## src/rtl/eth_pkg.sv

```systemverilog
// rtl/eth_pkg.sv - shared state type and beat-counter sizing for the TX arbiter
package eth_pkg;

    localparam int BEAT_CNT_W = 16;

    typedef enum logic [1:0] {
        IDLE  = 2'd0,
        PASS  = 2'd1,
        DRAIN = 2'd2
    } arb_state_e;

    // Counter value seen while the final permitted beat is on the bus.
    function automatic logic [BEAT_CNT_W-1:0] beat_limit(input int max_beats);
        return BEAT_CNT_W'(max_beats - 1);
    endfunction

endpackage

```

## src/rtl/eth_tx_arb_if.sv

```systemverilog
// rtl/eth_tx_arb_if.sv - upstream and MAC-side stream bundle for the TX arbiter
interface eth_tx_arb_if #(
    parameter int N_PORTS    = 4,
    parameter int DATA_WIDTH = 8
);
    logic [N_PORTS*DATA_WIDTH-1:0] s_axis_tdata;
    logic [N_PORTS-1:0]            s_axis_tvalid;
    logic [N_PORTS-1:0]            s_axis_tlast;
    logic [N_PORTS-1:0]            s_axis_tuser;
    logic [N_PORTS-1:0]            s_axis_tready;
    logic [DATA_WIDTH-1:0]         m_axis_tdata;
    logic                          m_axis_tvalid;
    logic                          m_axis_tlast;
    logic                          m_axis_tuser;
    logic                          m_axis_tready;

    // master: the arbiter; slave: the requesters and MAC around it
    modport master (
        input  s_axis_tdata, s_axis_tvalid, s_axis_tlast, s_axis_tuser,
        output s_axis_tready,
        output m_axis_tdata, m_axis_tvalid, m_axis_tlast, m_axis_tuser,
        input  m_axis_tready
    );

    modport slave (
        output s_axis_tdata, s_axis_tvalid, s_axis_tlast, s_axis_tuser,
        input  s_axis_tready,
        input  m_axis_tdata, m_axis_tvalid, m_axis_tlast, m_axis_tuser,
        output m_axis_tready
    );
endinterface

```

## src/rtl/eth_rr_pick.sv

```systemverilog
// rtl/eth_rr_pick.sv - round-robin first-requester search starting after last_i
module eth_rr_pick #(
    parameter  int N  = 4,
    localparam int IW = $clog2(N)
) (
    input  logic [N-1:0]  req_i,
    input  logic [IW-1:0] last_i,
    output logic [IW-1:0] idx_o,
    output logic          any_o
);

    logic [IW-1:0] cand;

    // Walk from the farthest candidate back to last_i+1 so the nearest hit wins.
    always_comb begin
        idx_o = '0;
        any_o = 1'b0;
        cand  = '0;
        for (int k = N; k >= 1; k--) begin
            cand = IW'((int'(last_i) + k) % N);
            if (req_i[cand]) begin
                idx_o = cand;
                any_o = 1'b1;
            end
        end
    end

endmodule

```

## src/rtl/eth_tx_arb.sv

```systemverilog
// rtl/eth_tx_arb.sv - frame-granular round-robin arbiter feeding one MAC TX stream
module eth_tx_arb
    import eth_pkg::*;
#(
    parameter  int N_PORTS    = 4,
    parameter  int DATA_WIDTH = 8,
    parameter  int MAX_BEATS  = 1522,
    localparam int PW         = $clog2(N_PORTS)
) (
    input  logic          tx_clk,
    input  logic          tx_rst_n,
    eth_tx_arb_if.master  axis,
    input  logic          cfg_enable,
    output logic          grant_valid,
    output logic [PW-1:0] grant_port,
    output logic          stat_trunc,
    output logic          stat_drop_beat
);

    arb_state_e            state_q, state_d;
    logic [PW-1:0]         grant_q, grant_d;
    logic [PW-1:0]         last_q, last_d;
    logic [BEAT_CNT_W-1:0] cnt_q, cnt_d;
    logic                  trunc_q, trunc_d;
    logic                  drop_q, drop_d;

    logic [DATA_WIDTH-1:0] port_data [N_PORTS];
    logic [DATA_WIDTH-1:0] src_data;
    logic                  src_valid, src_last, src_user, at_limit;
    logic [PW-1:0]         pick_idx;
    logic                  pick_any;

    logic [DATA_WIDTH-1:0] m_data;
    logic                  m_valid, m_last, m_user;
    logic [N_PORTS-1:0]    s_ready;

    for (genvar i = 0; i < N_PORTS; i++) begin : g_port
        assign port_data[i] = axis.s_axis_tdata[i*DATA_WIDTH +: DATA_WIDTH];
    end

    assign src_data  = port_data[grant_q];
    assign src_valid = axis.s_axis_tvalid[grant_q];
    assign src_last  = axis.s_axis_tlast[grant_q];
    assign src_user  = axis.s_axis_tuser[grant_q];
    assign at_limit  = (cnt_q == beat_limit(MAX_BEATS));

    eth_rr_pick #(.N(N_PORTS)) u_pick (
        .req_i  (axis.s_axis_tvalid),
        .last_i (last_q),
        .idx_o  (pick_idx),
        .any_o  (pick_any)
    );

    always_comb begin
        state_d = state_q;
        grant_d = grant_q;
        last_d  = last_q;
        cnt_d   = cnt_q;
        trunc_d = 1'b0;
        drop_d  = 1'b0;
        m_data  = '0;
        m_valid = 1'b0;
        m_last  = 1'b0;
        m_user  = 1'b0;
        s_ready = '0;
        case (state_q)
            IDLE: begin
                if (cfg_enable && pick_any) begin
                    grant_d = pick_idx;
                    state_d = PASS;
                end
            end
            PASS: begin
                // A frame reaching the limit without tlast is cut here and flagged bad.
                m_data  = src_data;
                m_valid = src_valid;
                m_last  = src_last | at_limit;
                m_user  = src_user | (at_limit & ~src_last);
                s_ready[grant_q] = axis.m_axis_tready;
                if (src_valid && axis.m_axis_tready) begin
                    if (src_last) begin
                        cnt_d   = '0;
                        last_d  = grant_q;
                        state_d = IDLE;
                    end else if (at_limit) begin
                        cnt_d   = '0;
                        trunc_d = 1'b1;
                        state_d = DRAIN;
                    end else begin
                        cnt_d = cnt_q + 1'b1;
                    end
                end
            end
            DRAIN: begin
                s_ready[grant_q] = 1'b1;
                if (src_valid) begin
                    drop_d = 1'b1;
                    if (src_last) begin
                        last_d  = grant_q;
                        state_d = IDLE;
                    end
                end
            end
            default: state_d = IDLE;
        endcase
    end

    always_ff @(posedge tx_clk or negedge tx_rst_n) begin
        if (!tx_rst_n) begin
            state_q <= IDLE;
            grant_q <= '0;
            last_q  <= PW'(N_PORTS - 1);
            cnt_q   <= '0;
            trunc_q <= 1'b0;
            drop_q  <= 1'b0;
        end else begin
            state_q <= state_d;
            grant_q <= grant_d;
            last_q  <= last_d;
            cnt_q   <= cnt_d;
            trunc_q <= trunc_d;
            drop_q  <= drop_d;
        end
    end

    assign axis.m_axis_tdata  = m_data;
    assign axis.m_axis_tvalid = m_valid;
    assign axis.m_axis_tlast  = m_last;
    assign axis.m_axis_tuser  = m_user;
    assign axis.s_axis_tready = s_ready;

    assign grant_valid    = (state_q != IDLE);
    assign grant_port     = grant_q;
    assign stat_trunc     = trunc_q;
    assign stat_drop_beat = drop_q;

endmodule

```

## src/flat_wrapper.sv

```systemverilog
// flat-port wrapper written by rule: the top's interface ports become plain ports
module eth_tx_arb_flat import eth_pkg::*;
#(
    parameter  int N_PORTS    = 4,
    parameter  int DATA_WIDTH = 8,
    parameter  int MAX_BEATS  = 1522,
    localparam int PW         = $clog2(N_PORTS)
)
  (tx_clk, tx_rst_n, cfg_enable, grant_valid, grant_port, stat_trunc, stat_drop_beat, axis_s_axis_tdata, axis_s_axis_tvalid, axis_s_axis_tlast, axis_s_axis_tuser, axis_s_axis_tready, axis_m_axis_tdata, axis_m_axis_tvalid, axis_m_axis_tlast, axis_m_axis_tuser, axis_m_axis_tready);
  eth_tx_arb_if #(.N_PORTS(N_PORTS), .DATA_WIDTH(DATA_WIDTH)) axis_i ();
  input  logic tx_clk;
  input  logic tx_rst_n;
  input  logic cfg_enable;
  output logic grant_valid;
  output logic [PW-1:0] grant_port;
  output logic stat_trunc;
  output logic stat_drop_beat;
  input wire logic [$bits(axis_i.s_axis_tdata)-1:0] axis_s_axis_tdata;
  input wire logic [$bits(axis_i.s_axis_tvalid)-1:0] axis_s_axis_tvalid;
  input wire logic [$bits(axis_i.s_axis_tlast)-1:0] axis_s_axis_tlast;
  input wire logic [$bits(axis_i.s_axis_tuser)-1:0] axis_s_axis_tuser;
  output wire logic [$bits(axis_i.s_axis_tready)-1:0] axis_s_axis_tready;
  output wire logic [$bits(axis_i.m_axis_tdata)-1:0] axis_m_axis_tdata;
  output wire logic [$bits(axis_i.m_axis_tvalid)-1:0] axis_m_axis_tvalid;
  output wire logic [$bits(axis_i.m_axis_tlast)-1:0] axis_m_axis_tlast;
  output wire logic [$bits(axis_i.m_axis_tuser)-1:0] axis_m_axis_tuser;
  input wire logic [$bits(axis_i.m_axis_tready)-1:0] axis_m_axis_tready;
  assign axis_i.s_axis_tdata = axis_s_axis_tdata;
  assign axis_i.s_axis_tvalid = axis_s_axis_tvalid;
  assign axis_i.s_axis_tlast = axis_s_axis_tlast;
  assign axis_i.s_axis_tuser = axis_s_axis_tuser;
  assign axis_s_axis_tready = axis_i.s_axis_tready;
  assign axis_m_axis_tdata = axis_i.m_axis_tdata;
  assign axis_m_axis_tvalid = axis_i.m_axis_tvalid;
  assign axis_m_axis_tlast = axis_i.m_axis_tlast;
  assign axis_m_axis_tuser = axis_i.m_axis_tuser;
  assign axis_i.m_axis_tready = axis_m_axis_tready;
  eth_tx_arb #(.N_PORTS(N_PORTS), .DATA_WIDTH(DATA_WIDTH), .MAX_BEATS(MAX_BEATS)) u_core (.tx_clk(tx_clk), .tx_rst_n(tx_rst_n), .axis(axis_i), .cfg_enable(cfg_enable), .grant_valid(grant_valid), .grant_port(grant_port), .stat_trunc(stat_trunc), .stat_drop_beat(stat_drop_beat));
endmodule
```

## config.mk

```make
export PLATFORM = sky130hd
export DESIGN_NAME = eth_tx_arb_flat
export DESIGN_NICKNAME = d
export VERILOG_FILES = /design/src/rtl/eth_pkg.sv /design/src/rtl/eth_tx_arb_if.sv /design/src/rtl/eth_rr_pick.sv /design/src/rtl/eth_tx_arb.sv /design/src/flat_wrapper.sv
export SDC_FILE = /design/constraint.sdc
export NUM_CORES = 1
export LEC_CHECK = 0
export BUFFER_PORTS_ARGS = -buffer_cell sky130_fd_sc_hd__buf_2
export CORE_UTILIZATION = 53
export CTS_CLUSTER_DIAMETER = 200
export DETAILED_ROUTE_END_ITERATION = 10
export PLACE_DENSITY = 0.85
export SETUP_SLACK_MARGIN = 0.15
export SYNTH_ARGS = -nofsm -noshare
export SYNTH_HDL_FRONTEND = slang
export SYNTH_SLANG_ARGS = --single-unit
```

## constraint.sdc

```tcl
create_clock -name tx_clk -period 3.3 [get_ports tx_clk]
set_input_delay 0.66 -clock tx_clk [delete_from_list [all_inputs] [get_ports tx_clk]]
set_output_delay 0.66 -clock tx_clk [all_outputs]
set_load 0.01 [all_outputs]
```

Word-level counts from Yosys, hierarchy flattened
Cells that the tools add are included.
{"block": "totals", "reg_bits": 24, "in_bits": 48, "wordCells": 93}
{"block": "op_classes", "n_addsub": 5, "order_cmp": 7, "eq_ne": 8, "n_mux": 51, "n_bitwise": 6, "reduce_logical": 10}
{"operator": "$mux W16", "count": 2}
{"operator": "$mux W2", "count": 13}
{"operator": "$mux W8", "count": 3}
{"operator": "$mux W1", "count": 21}
{"operator": "$add A16 B1 Y16 const B", "count": 1}
{"operator": "$bmux W8 S2", "count": 1}
{"operator": "$eq A16 B11 Y1 const B", "count": 1}
{"operator": "$lt A2 B3 Y1 const B", "count": 5}
{"operator": "$bmux W1 S2", "count": 7}
{"operator": "$ne A2 B1 Y1 const B", "count": 4}
{"operator": "$pmux W4 S2", "count": 1}
{"operator": "$pmux W2 S3", "count": 1}
{"operator": "$reduce_and A5 Y1", "count": 1}
{"operator": "$add A2 B1 Y2 const B", "count": 2}
{"operator": "$add A2 B2 Y2 const B", "count": 2}
{"operator": "$and A4 B4 Y4", "count": 1}
{"operator": "$pmux W2 S2", "count": 1}
{"operator": "$reduce_and A2 Y1", "count": 2}
{"operator": "$reduce_bool A2 Y1", "count": 2}
{"operator": "$ge A3 B3 Y1 const B", "count": 1}
{"operator": "$logic_and A1 B1 Y1", "count": 3}
{"operator": "$ne A3 B1 Y1 const B", "count": 1}
{"operator": "$not A2 Y3", "count": 1}
{"operator": "$reduce_and A3 Y1", "count": 1}
{"operator": "other kinds (8)", "count": 9}

Depth between registers and ports, before layout
{"block": "depth", "word_depth": 10, "ltp_mapped": 8}

Hierarchy
A second synthesis with hierarchy kept.
{"block": "unflattened", "cells_unflattened": 184, "hier_area_um2": 1815.5}
{"mod": "eth_tx_arb", "instances": 1, "cells_each": 170, "area_each_um2": 1724.2, "seq_area_each_um2": 603.1}
{"mod": "eth_rr_pick", "instances": 1, "cells_each": 14, "area_each_um2": 91.3, "seq_area_each_um2": 0.0}

Least setup slack after synthesis
No wires, ideal clock.
{"block": "synth_path", "path_type": "reg-to-output", "startpoint": "register u_core.cnt_q[12]", "endpoint": "output axis_m_axis_tuser", "t_arrival_ps": 1731, "required_ps": 2640, "path_slack_ps": 909, "path_stages_with_launch": 6, "n_path_buf": 1, "cell_sequence": "dfrtp_1 > or4b_4 > nor4_4 > buf_4 > a21oi_1 > nor2b_1"}
{"block": "synth_via", "elab_chain_len": 4}
{"element": "from (decl)", "line": "eth_tx_arb.sv:23", "text": "logic [BEAT_CNT_W-1:0] cnt_q, cnt_d;"}
{"element": "from (signal assigned)", "line": "eth_tx_arb.sv:120", "text": "cnt_q <= cnt_d;"}
{"element": "$eq A16 B11 Y1", "line": "eth_tx_arb.sv:45", "text": "assign at_limit = (cnt_q == beat_limit(MAX_BEATS));"}
{"element": "$and A1 B1 Y1", "line": "eth_tx_arb.sv:78", "text": "m_user = src_user | (at_limit & ~src_last);"}
{"element": "$or A1 B1 Y1", "line": "eth_tx_arb.sv:78"}
{"element": "$mux W1", "line": "eth_tx_arb.sv:66", "text": "case (state_q)"}
{"element": "to (decl)", "line": "flat_wrapper.sv:26", "text": "output wire logic [$bits(axis_i.m_axis_tuser)-1:0] axis_m_axis_tuser;"}
No other way between the ends.

Worst setup path after layout
{"block": "layout_path", "startpoint": "register u_core.cnt_q[3]", "endpoint": "output axis_m_axis_tlast"}
{"block": "layout_via", "elab_chain_len": 3}
{"element": "$eq A16 B11 Y1", "line": "eth_tx_arb.sv:45"}
{"element": "$or A1 B1 Y1", "line": "eth_tx_arb.sv:77", "text": "m_last = src_last | at_limit;"}
{"element": "$mux W1", "line": "eth_tx_arb.sv:66"}
{"element": "to (decl)", "line": "flat_wrapper.sv:25", "text": "output wire logic [$bits(axis_i.m_axis_tlast)-1:0] axis_m_axis_tlast;"}
No other way between the ends.

==> run summary <==
sum of overflow across all layers after global routing: 0
number of global-route vias before repair: 1513
fraction of power consumed by the clock network: 9.6%
number of enable-type register cells in the synthesized netlist: 0
biggest fanout along the worst timing path: 7
Hold Buf Count CTS: 0
register-to-register setup slack: 0.94 ns
sequential cell area fraction in the yosys report: 33.3%
outcome: finished clean
number of antenna cells inserted: 0
initial DRC count: 92
number of clock sinks: 24
PwrDens: 611 mW/mm2
routed length per instance: 14.9 um
synthesis-to-finish area growth: 21.5%
number of setup buffers added after CTS: 0
CP arrival: 2.26 ns
portion of total power attributed to sequential cells: 33.9%
Worst-Margin Slew: 0.631 ns
Gate power share: 56.6%
number of top-level pins: 68
die outline width: 60.5 um
unrepaired setup endpoints after global routing: false
Sw Ratio: 42.6%
floorplan core area: 0.00315 mm2
worst relative slew slack: 57.9%
root buffer selected by CTS: clkbuf_4
GRT Total Usage: 25.9%
area share of the largest cell type after synthesis: 30.4%
Syn Inst Count: 193
Hold WC Path Type: in2async
Via Count: 1773
fraction of layout instances using a drive strength above 1: 35.7%
TritonRoute pass-1 iters: 4
cell type with the highest aggregate area in the netlist: dfrtp_1
clock latency at the later pin of the worst-skew pair: 0.32 ns
endpoint kind of the worst setup timing path: primary output
Net Switching: 0.000573 W
internal power summed over all cells: 0.000771 W
total nets after synthesis: 246
type of the worst setup path: reg2out
dpl cells: 298
core utilization of the finished layout: 69.8%
Setup violations, final: 0
Clock Tree Buf Depth: 2
number of synthesis warnings: 0
Max Freq: 343 MHz
most frequently used cell type in the post-synthesis netlist: dfrtp_1
Synth cell types: 46
number of cells on the worst reg-to-reg path: 6
DR DRC count: 0
largest voltage drop on the vdd net: 0.000586 V
wire length of the first global-routing pass: 7020 um
Post-CTS Resized: 0
area of the die: 0.00366 mm2
ranking of synthesized cells by area: dfrtp_1 30%, mux4_2 11%, o21ai_0 5.0%
register bit total from synthesis: 24
most instantiated flip-flop cell in the synthesis netlist: dfrtp_1
synthesized area divided by synthesized cell count: 9.39 um2
total negative slack: 0 ns
list of most frequent post-synthesis cells: 22 x dfrtp_1, 20 x nand2_1, 18 x o21ai_0
final cycle utilization of the critical path: 88.4%
number of buffers added on ports: 67
share of async-settable or async-resettable flops after synthesis: 100%
Min Clock Period, post-route: 2.92 ns
Final Power: 0.00134 W
detailed placer's ending HPWL: 3490 um
CTS tree: yes
number of pins with negative max-slew slack in the final report: 0
summed instance area of the synthesized netlist: 0.00181 mm2
final hold viol count: 0
initial antenna violation count: 0
Final Non-Filler Cells: 302
max capacitance violation total: 0
total number of nets in the final design: 312
Inserted Clock Buffers: 3
static leakage: 1.03 nW
worst hold margin: 0.301 ns
antenna viol nets, final: 0
ratio of routed vias to standard cells: 5.87
final worst clock skew: 0.0132 ns
wire length after detailed routing: 4510 um
required time worst endpoint: 2.64 ns
maximum level of the CTS H-tree: 1
maximum number of pins on one net before global-route repair: 25
clock slew at the register clock pins of the worst setup and hold paths: 0.13 ns
Rows: 20
weighted congestion at the end of routability-driven global placement: 0.858
floorplan die height: 60.5 um
initial standard-cell utilization of the core: 57.5%
Worst Setup Start Kind: flip-flop
-- power by group through the flow --
stage	clock [W]	combinational, W	sequential (W)
2_1_floorplan	0	0.000574	0.000414
3_5_place_dp	0	0.000755	0.000461
3_3_place_gp	0	0.000734	0.000456
6_report	0.000129	0.000760	0.000455
4_1_cts	0.000135	0.000759	0.000454
5_1_grt	0.000150	0.000842	0.000467
-- final timing paths --
check	endpoint	start
max	axis_m_axis_tlast	u_core.cnt_q[3]
min	u_core.cnt_q[3]	tx_rst_n
max reg2reg	u_core.cnt_q[13]	u_core.grant_port[1]
min reg2reg	u_core.cnt_q[11]	u_core.cnt_q[11]
max in group asynchronous	u_core.last_q[1]	tx_rst_n
min in group tx_clk	u_core.cnt_q[11]	u_core.cnt_q[11]
-- layout make-up --
type	count	area (um2)
multi-input combinational	147	1110
clock buffer	4	26.3
inverter	12	45.0
fill	252	951
tap	44	55.1
timing repair buffer	71	365
sequential	24	603
-- layout by cell type, fill, tap and decap left out, types with 2 or more instances in the layout --
| master | instances |
|---|---|
| inv_1 | 12 |
| a21o_1 | 2 |
| dfrtp_1 | 22 |
| buf_2 | 67 |
| a211oi_1 | 2 |
| buf_4 | 4 |
| nand2_1 | 20 |
| nor2_1 | 7 |
| dfstp_2 | 2 |
| a31oi_1 | 6 |
| o21ai_0 | 18 |
| clkbuf_4 | 3 |
| nand3_1 | 8 |
| mux4_1 | 2 |
| mux4_2 | 9 |
| o31ai_1 | 6 |
| nand2b_1 | 2 |
| nand4_1 | 3 |
| nor3_1 | 9 |
| nor2b_1 | 3 |
| and3_1 | 4 |
| ha_1 | 5 |
| and2_1 | 11 |
| or3_1 | 3 |
| nor3b_1 | 2 |
| mux2_2 | 2 |
| a21oi_1 | 6 |
-- kinds of logic after synthesis --
logic type               count (synthesis)  synth area share (%)
AND/OR/NAND/NOR                         79                  24.6
adder cells (fa/ha/maj)                  5                  3.45
AO/OA/AOI/OAI                           49                  17.2
multiplexers                            14                  15.9
buffers and inverters                   22                  5.66
flip-flops                              24                  33.3
-- sequential cells by signal, summed over array words and instances (netlist names) --
register / count
u_core.cnt_q: 16
u_core.stat_drop_beat: 1
u_core.stat_trunc: 1
u_core.state_q: 2
u_core.last_q: 2
u_core.grant_port: 2
-- metal layers --
layer  routed length [um]  up-vias  global-route usage, %
li1                     -      857                      -
met1                 1970      847                   39.1
met2                 2170       61                   39.2
met3                  294        8                   3.84
met4                   65        0                   6.82
met5                    0        -                      0
-- stage by stage --
stage          setup WS (ns)  cell area, um2
2_1_floorplan          0.909            1810
3_3_place_gp           0.679            2180
3_5_place_dp           0.653            2180
4_1_cts                0.379            2200
5_1_grt                0.254            2200
6_report               0.382            2200
-- critical path: stages, from the launching register on --
cell and delay [ns]:
dfrtp_1 0.45, or4_1 0.59, nor4_4 0.42, nor2_1 0.21, nor2b_1 0.14, buf_2 0.13
(Power assumes the default switching activity.)
